==> config.mk <==
export PLATFORM = sky130hd
export DESIGN_NAME = bp_profiler_sample_ctrl
export DESIGN_NICKNAME = d
export VERILOG_FILES = /design/src/rtl/bp_profiler_sample_ctrl.sv
export SDC_FILE = /design/constraint.sdc
export NUM_CORES = 1
export LEC_CHECK = 0
export CAP_MARGIN = 15
export CORE_MARGIN = 2
export CORE_UTILIZATION = 40
export DETAILED_ROUTE_END_ITERATION = 8
export DONT_BUFFER_PORTS = 1
export PLACE_DENSITY = 0.64
export SYNTH_ARGS = -nofsm -noshare
export SYNTH_HDL_FRONTEND = slang
export SYNTH_SLANG_ARGS = --single-unit
==> constraint.sdc <==
create_clock -name clk_i -period 3.85 [get_ports clk_i]
set_clock_uncertainty 0.2 [all_clocks]
set_input_delay 0.77 -clock clk_i [delete_from_list [all_inputs] [get_ports clk_i]]
set_output_delay 0.77 -clock clk_i [all_outputs]
set_load 0.005 [all_outputs]
==> src/rtl/bp_profiler_sample_ctrl.sv <==
// Profiler sampling scheduler: gates bank counting, times samples, streams counters to host.
// Optional BP_PROF_SAMPLE_HEADER_EN prefixes each stream with an 8'hA5 header word.
module bp_profiler_sample_ctrl #(
    parameter int width_p = 32,
    parameter int num_ctrs_p = 75,
    localparam int lg_num_ctrs_lp = (num_ctrs_p > 1) ? $clog2(num_ctrs_p) : 1
) (
    input  logic                      clk_i,
    input  logic                      reset_n_i,
    input  logic                      start_i,
    input  logic                      stop_i,
    input  logic                      trigger_i,
    input  logic                      auto_clear_i,
    input  logic [width_p-1:0]        interval_i,
    input  logic [width_p-1:0]        ctr_data_i,
    output logic [lg_num_ctrs_lp-1:0] ctr_sel_o,
    output logic                      en_o,
    output logic                      clear_o,
    output logic                      v_o,
    output logic [width_p-1:0]        data_o,
    input  logic                      ready_i,
    output logic                      busy_o,
    output logic                      overrun_o,
    output logic [width_p-1:0]        sample_cnt_o
);

    localparam logic [1:0] IDLE   = 2'd0;
    localparam logic [1:0] ARMED  = 2'd1;
    localparam logic [1:0] STREAM = 2'd2;
    localparam logic [1:0] CLEAR  = 2'd3;

    localparam logic [width_p-1:0] one_lp = width_p'(1);
    localparam logic [lg_num_ctrs_lp-1:0] last_idx_lp =
        lg_num_ctrs_lp'(num_ctrs_p - 1);

    logic [1:0]                state;
    logic [width_p-1:0]        timer;
    logic [lg_num_ctrs_lp-1:0] idx;
    logic [width_p-1:0]        sample_cnt;
    logic                      overrun;
    logic                      stop_pend;
    logic                      from_idle;
    logic                      hdr;

    logic expire;
    logic accept;
    logic end_to_idle;
    logic [width_p-1:0] hdr_word;

    assign expire = (interval_i != '0) && (timer == interval_i - one_lp);
    assign accept = v_o & ready_i;
    // A sample started from IDLE, or with a stop seen, ends back in IDLE.
    assign end_to_idle = stop_pend | stop_i | from_idle;
    assign hdr_word = {8'hA5, sample_cnt[width_p-9:0]};

    always_ff @(posedge clk_i or negedge reset_n_i) begin
        if (!reset_n_i) begin
            state      <= IDLE;
            timer      <= '0;
            idx        <= '0;
            sample_cnt <= '0;
            overrun    <= 1'b0;
            stop_pend  <= 1'b0;
            from_idle  <= 1'b0;
            hdr        <= 1'b0;
        end else begin
            case (state)
                IDLE: begin
                    if (start_i) overrun <= 1'b0;
                    if (trigger_i) begin
                        state     <= STREAM;
                        from_idle <= ~start_i;
                        timer     <= '0;
                        idx       <= '0;
                        stop_pend <= 1'b0;
`ifdef BP_PROF_SAMPLE_HEADER_EN
                        hdr       <= 1'b1;
`endif
                    end else if (start_i) begin
                        state <= ARMED;
                        timer <= '0;
                    end
                end
                ARMED: begin
                    if (stop_i) begin
                        state <= IDLE;
                        timer <= '0;
                    end else if (trigger_i || expire) begin
                        state     <= STREAM;
                        timer     <= '0;
                        idx       <= '0;
                        from_idle <= 1'b0;
                        stop_pend <= 1'b0;
`ifdef BP_PROF_SAMPLE_HEADER_EN
                        hdr       <= 1'b1;
`endif
                    end else begin
                        timer <= timer + one_lp;
                    end
                end
                STREAM: begin
                    timer <= '0;
                    if (trigger_i || expire) overrun <= 1'b1;
                    if (stop_i) stop_pend <= 1'b1;
                    if (accept) begin
                        if (hdr) begin
                            hdr <= 1'b0;
                        end else if (idx == last_idx_lp) begin
                            idx        <= '0;
                            sample_cnt <= sample_cnt + one_lp;
                            if (auto_clear_i) begin
                                state <= CLEAR;
                            end else begin
                                state     <= end_to_idle ? IDLE : ARMED;
                                stop_pend <= 1'b0;
                            end
                        end else begin
                            idx <= idx + 1'b1;
                        end
                    end
                end
                default: begin
                    timer     <= '0;
                    if (trigger_i || expire) overrun <= 1'b1;
                    state     <= end_to_idle ? IDLE : ARMED;
                    stop_pend <= 1'b0;
                end
            endcase
        end
    end

    always_comb begin
        en_o    = (state == ARMED);
        clear_o = (state == CLEAR);
        v_o     = (state == STREAM);
        busy_o  = (state == STREAM) || (state == CLEAR);
        data_o  = '0;
        if (v_o) data_o = hdr ? hdr_word : ctr_data_i;
    end

    assign ctr_sel_o    = idx;
    assign overrun_o    = overrun;
    assign sample_cnt_o = sample_cnt;

endmodule

======== Yosys cells after proc, flatten, opt, wreduce, memory -nomap -nowiden ========
Cells that the tools add are included.
word-level totals
  register bits ........................... 76
  output and inout bits ................... 76
  logic and storage cells ................. 77
cells by class
  $add $sub $neg .......................... 4
  equal/unequal tests ..................... 13
  multiplexer cells ....................... 34
  bitwise gates (word level) .............. 5
  reductions and logical operators ........ 14
operator list
  kind                   number
  $mux 32                5
  $add 32x1->32 const B  2
  $pmux 32 s2            1
  $mux 7                 5
  $eq 32x32->1           1
  $reduce_bool 32->1     1
  $sub 32x1->32 const B  1
  $pmux 7 s3             1
  $mux 2                 7
  $mux 1                 11
  $reduce_and 3->1       3
  $reduce_and 4->1       2
  $add 7x1->7 const B    1
  $eq 7x7->1 const B     1
  $ne 2x1->1 const B     3
  $ne 2x2->1 const B     3
  $pmux 2 s3             1
  $reduce_and 5->1       1
  $eq 2x2->1 const B     2
  $pmux 1 s2             2
  $reduce_bool 2->1      2
  $ne 3x2->1 const B     1
  $ne 3x3->1 const B     1
  $pmux 1 s3             1
  other kinds (8)        11

======== Depth between registers and ports, before layout ========
  depth in word-level cells ............... 7
  gate-level depth with buffers ........... 11
  depth with buffers taken out ............ 10

======== Worst setup path before layout ========
No wires, ideal clock.
  path kind ............................... input port to flip-flop
  start ................................... in interval_i[17]
  end ..................................... reg timer[21]
  library setup time ...................... 0.119 ns
  arrival ................................. 3.039 ns
  data required time ...................... 3.531 ns
  path slack .............................. 0.492 ns
  stages .................................. 10
  path through ............................ or3_1 > buf_2 > or3_1 > nor3_2 > mux2_2 > a31oi_1 > o2111ai_4 > a21oi_4 > buf_6 > nor2_1
on the way
  longest elaborated chain between the ends .. 7
ends and longest elaborated chain
  item                  RTL line  RTL
  start, declared       14        input logic [width_p-1:0] interval_i,
  $sub 32x1->32         50        assign expire = (interval_i != '0) && (timer == interval_i - one_lp);
  $eq 32x32->1          50
  $logic_and 1x1->1 *   50
  $logic_or 1x1->1 *    88        end else if (trigger_i || expire) begin
  $mux 32 *             88
  $mux 32 *             85        if (stop_i) begin
  $pmux 32 s2 *         67        case (state)
  end signal, assigned  98        timer <= timer + one_lp;
  end, declared         37        logic [width_p-1:0] timer;
Mark *: on every way between the ends. The rest lies on a longest branch, timed or not.
A chain may end at the register's enable or synchronous reset.

======== Worst setup path in the final report ========
  start ................................... in interval_i[0]
  end ..................................... reg idx[3], in the netlist ctr_sel_o[3]
on the way
  longest elaborated chain between the ends .. 6
ends and longest elaborated chain
  item                          RTL line  RTL
  $sub 32x1->32                 50
  $eq 32x32->1                  50
  $logic_and 1x1->1 *           50
  $logic_or 1x1->1 *            88
  $ne 2x1->1 (no line) *        n/a
  $reduce_and 5->1 (no line) *  n/a
  end signal, assigned          118       idx <= idx + 1'b1;
  end, declared                 38        logic [lg_num_ctrs_lp-1:0] idx;
Marks and branches as above.

==> results.txt <==
----------------------------------------------------
[STA]
  Final WS setup ... 0.5517 ns
  Achievable Freq ... 0.3032 GHz
  Max Slew Vio Count ... 0
  Transition time at the pin with the least slew margin ... 0.6870 ns
  Count of endpoints failing hold in the final timing report ... 0
  Period utilisation layout ... 85.67%
  Final worst path period need ... 3.298 ns
  Headroom to the max-slew limit ... 54.15%
  Sum Neg Setup Slack ... 0 ns
  Total of endpoints with negative setup slack in the final report ... 0
  RSZ-0062 raised after global routing ... false

[Power]
  Highest ir drop seen on vdd ... 0.2644 mV
  Ratio of total power to cell area ... 414.0 nW/um^2
  Static Leak ... 2.191 nW

[Global routing]
  Largest net degree at the start of global routing ... 77
  Remaining global-route overflow ... 0
  Global-route wire length before repair ... 21180 um
  Global-route total usage across every layer ... 18.63%
  Initial antenna violation count ... 0
  Number of global-route vias before repair ... 4095

[Clock tree]
  Buffers from clock root to sink, at most ... 2
  Clock latency of the later-clocked register in the worst-skew pair ... 0.33 ns
  H-tree levels ... 3
  TritonCTS buffer count ... 9
  Sink count of the clock tree ... 76
  TritonCTS clock tree ... done
  CTS Root Buffer Type ... clkbuf_16
  Post-CTS setup repair buffer count ... 0
  Register clock-pin slew on the reported worst setup and hold paths ... 0.06 ns

[Final layout]
  Total inserted antenna cells ... 0
  Layout overhead on the synthesized area ... 10.20%
  Number of fill cells ... 1258
  Layout cell share with drive strength beyond 1 ... 7.705%
  Area of the multi-input gates ... 3078 um^2
  Sequential cell area ... 1902 um^2
  Final cell utilization of the core ... 44.99%
  Final Net Count ... 668

[Detailed routing]
  Antenna Nets Post-Route ... 0
  Wirelength, routed ... 12650 um
  Initial DRC count ... 216
  Wire length per cell ... 16.44 um
  Vias after detailed routing ... 4298
  Number of remaining DRC errors ... 0
  DR vias/cell ... 5.589
  DRT Pass-1 Iters ... 5

[Yosys]
  Count of mapped cells out of synthesis ... 589
  Number of flops mapped to enable cells by yosys ... 0
  Synth unique cells ... 60
  Ys Warns ... 0
  Fraction of synthesized cell area taken by the top area cell type ... 36.91%
  Area contributors post-synth ... dfrtp_1 (37%), xnor2_1 (11%), xor2_1 (5.9%)
  Most frequently used cell type in the post-synthesis netlist ... dfrtp_1
  Synthesized area per cell ... 8.748 um^2
  Ys flop type ... dfrtp_1
  Post-synthesis instance area ... 5152 um^2
  Post-synthesis async set-or-reset flop share ... 100.0%
  Cell types with the highest counts after synthesis ... dfrtp_1 (76), nor2_1 (65), xnor2_1 (63)
  Flip-flop and latch count after synthesis ... 76
  Cell type with the largest total area after synthesis ... dfrtp_1
  Synth Net Count ... 665
  Share of the yosys chip area belonging to registers ... 36.91%

[Worst setup path]
  Endpoint class of the critical path ... flip-flop
  Crit path required time ... 3.84 ns
  Buffer and inverter count on the worst path ... 2
  Reg-to-reg slack, setup ... 0.61 ns
  Sequence of cells on the critical path ... inv_1 > ha_1 > nor4b_2 > nand4_2 > nor3_1 > mux2i_1 > nor4_1 > buf_4 > o2111ai_4 > o21ai_1 > o21ai_0
  Worst Setup Path Type ... in -> reg
  Startpoint type of the worst setup path ... input port
  Crit-path leading delay family ... simple AND/OR/NAND/NOR gates
  Delay of the slowest critical-path stage ... 0.37 ns
  Biggest fanout along the worst timing path ... 8
  Slowest cell on the critical path ... o21ai_1
  Arr. time, crit path ... 3.29 ns

[Die]
  Floorplan core area ... 12620 um^2
  Die outline area ... 13810 um^2
  Die extent in x ... 117.5 um
  Total I/O pin count ... 147
  Starting density of the core ... 40.83%
  Number of rows created at floorplan ... 41
  Die Span Y ... 117.5 um

[Run]
  Max-capacitance violation count ... 0

[Status]
  Result of the run ... complete, no violations

[Placed design]
  HPWL Detailed ... 9764 um
  Weighted congestion reported at the end of routability-driven placement ... 0.8967
  Port Buf Inserts ... 0
  Worst setup timing slack at the placement stage ... 0.1728 ns

[Min path]
  Hold WC Path Type ... in -> async

----------------------------------------------------
==> cells by family after synthesis <==
group | synth area share [%]
simple gates | 33.20
xor+xnor | 16.66
flops | 36.91
compound gates | 8.257
buf+inv | 3.351
fa+ha+maj | 1.214
mux | 0.4128
==> cell usage in the layout, fill, tap and decap left out, types with 4 or more instances in the layout <==
| cell | n |
|---|---|
| nor2b_1 | 8 |
| nand3_1 | 30 |
| nand2_1 | 50 |
| inv_1 | 22 |
| a21oi_1 | 9 |
| o21ai_0 | 17 |
| xnor2_1 | 63 |
| clkbuf_16 | 9 |
| dfrtp_1 | 76 |
| a31oi_1 | 12 |
| nor2_1 | 65 |
| xor2_1 | 35 |
| nor4_2 | 4 |
| or4_1 | 5 |
| or3_1 | 12 |
| nor4_1 | 19 |
| nor3_1 | 23 |
| nand4_1 | 20 |
| nand2b_1 | 4 |
| nor4_4 | 4 |
| buf_4 | 8 |
| ha_1 | 5 |
| nor3b_1 | 4 |
| and3_1 | 39 |
==> report_power, final <==
| group | switching [mW] | internal [mW] | total [mW] |
|---|---|---|---|
| Combinational | 0.349 | 0.216 | 0.565 |
| Clock | 0.322 | 0.498 | 0.819 |
| Sequential | 0.0977 | 0.869 | 0.966 |
| Total | 0.768 | 1.58 | 2.35 |
==> sequential cells by signal, indices dropped and copies added, names as in the netlist <==
name          count
sample_cnt_o     32
timer            32
ctr_sel_o         7
state             2
from_idle         1
overrun_o         1
stop_pend         1
==> metrics by stage <==
step / power (mW) / cell area [um^2] / instances / hold slack [ns]
after floorplan: 1.408 / 5152 / 589 / 0.2682
after global placement: 1.510 / 5358 / 752 / 0.2788
after detailed placement: 1.526 / 5358 / 752 / 0.2794
after CTS: 2.380 / 5678 / 769 / 0.1427
after global routing: 2.496 / 5678 / 769 / 0.1430
final: 2.351 / 5678 / 769 / 0.1264
==> path summary, 6_finish.rpt <==
check                                        startpoint                            to  cells past startpoint
setup reg to reg               ctr_sel_o[4]$_DFFE_PN0P_  sample_cnt_o[24]$_DFFE_PN0P_                      8
max in group asynchronous                     reset_n_i   sample_cnt_o[7]$_DFFE_PN0P_                      1
min in group clk_i         sample_cnt_o[31]$_DFFE_PN0P_  sample_cnt_o[31]$_DFFE_PN0P_                      1
setup / recovery                          interval_i[0]      ctr_sel_o[3]$_DFFE_PN0P_                     11
hold / removal                                reset_n_i          timer[0]$_DFFE_PN0N_                      1
hold reg to reg            sample_cnt_o[31]$_DFFE_PN0P_  sample_cnt_o[31]$_DFFE_PN0P_                      1
==> area by class of cell <==
cell class / count / share of cell area [%]
Clock buffer: 9 / 3.967
Tap cell: 172 / 3.790
Inverter: 22 / 1.454
Sequential cell: 76 / 33.49
Multi-Input combinational cell: 473 / 54.21
Clock inverter: 7 / 1.190
Timing Repair Buffer: 10 / 1.895
==> metal layers <==
metal	global-route usage, %	vias up	share of wire (%)
li1	-	2114	-
met1	26.54	2042	47
met2	27.49	131	45
met3	5.281	11	7.0
met4	5.648	0	1.0
met5	0	-	0
==> what timing repair did <==
action / in CTS / in global routing
resized for setup: 0 / 0
hold buffers: 1 / 0
endpoints found under the hold margin: 76 / 0
setup endpoints to repair: 0 / 0
(Power assumes the default switching activity.)
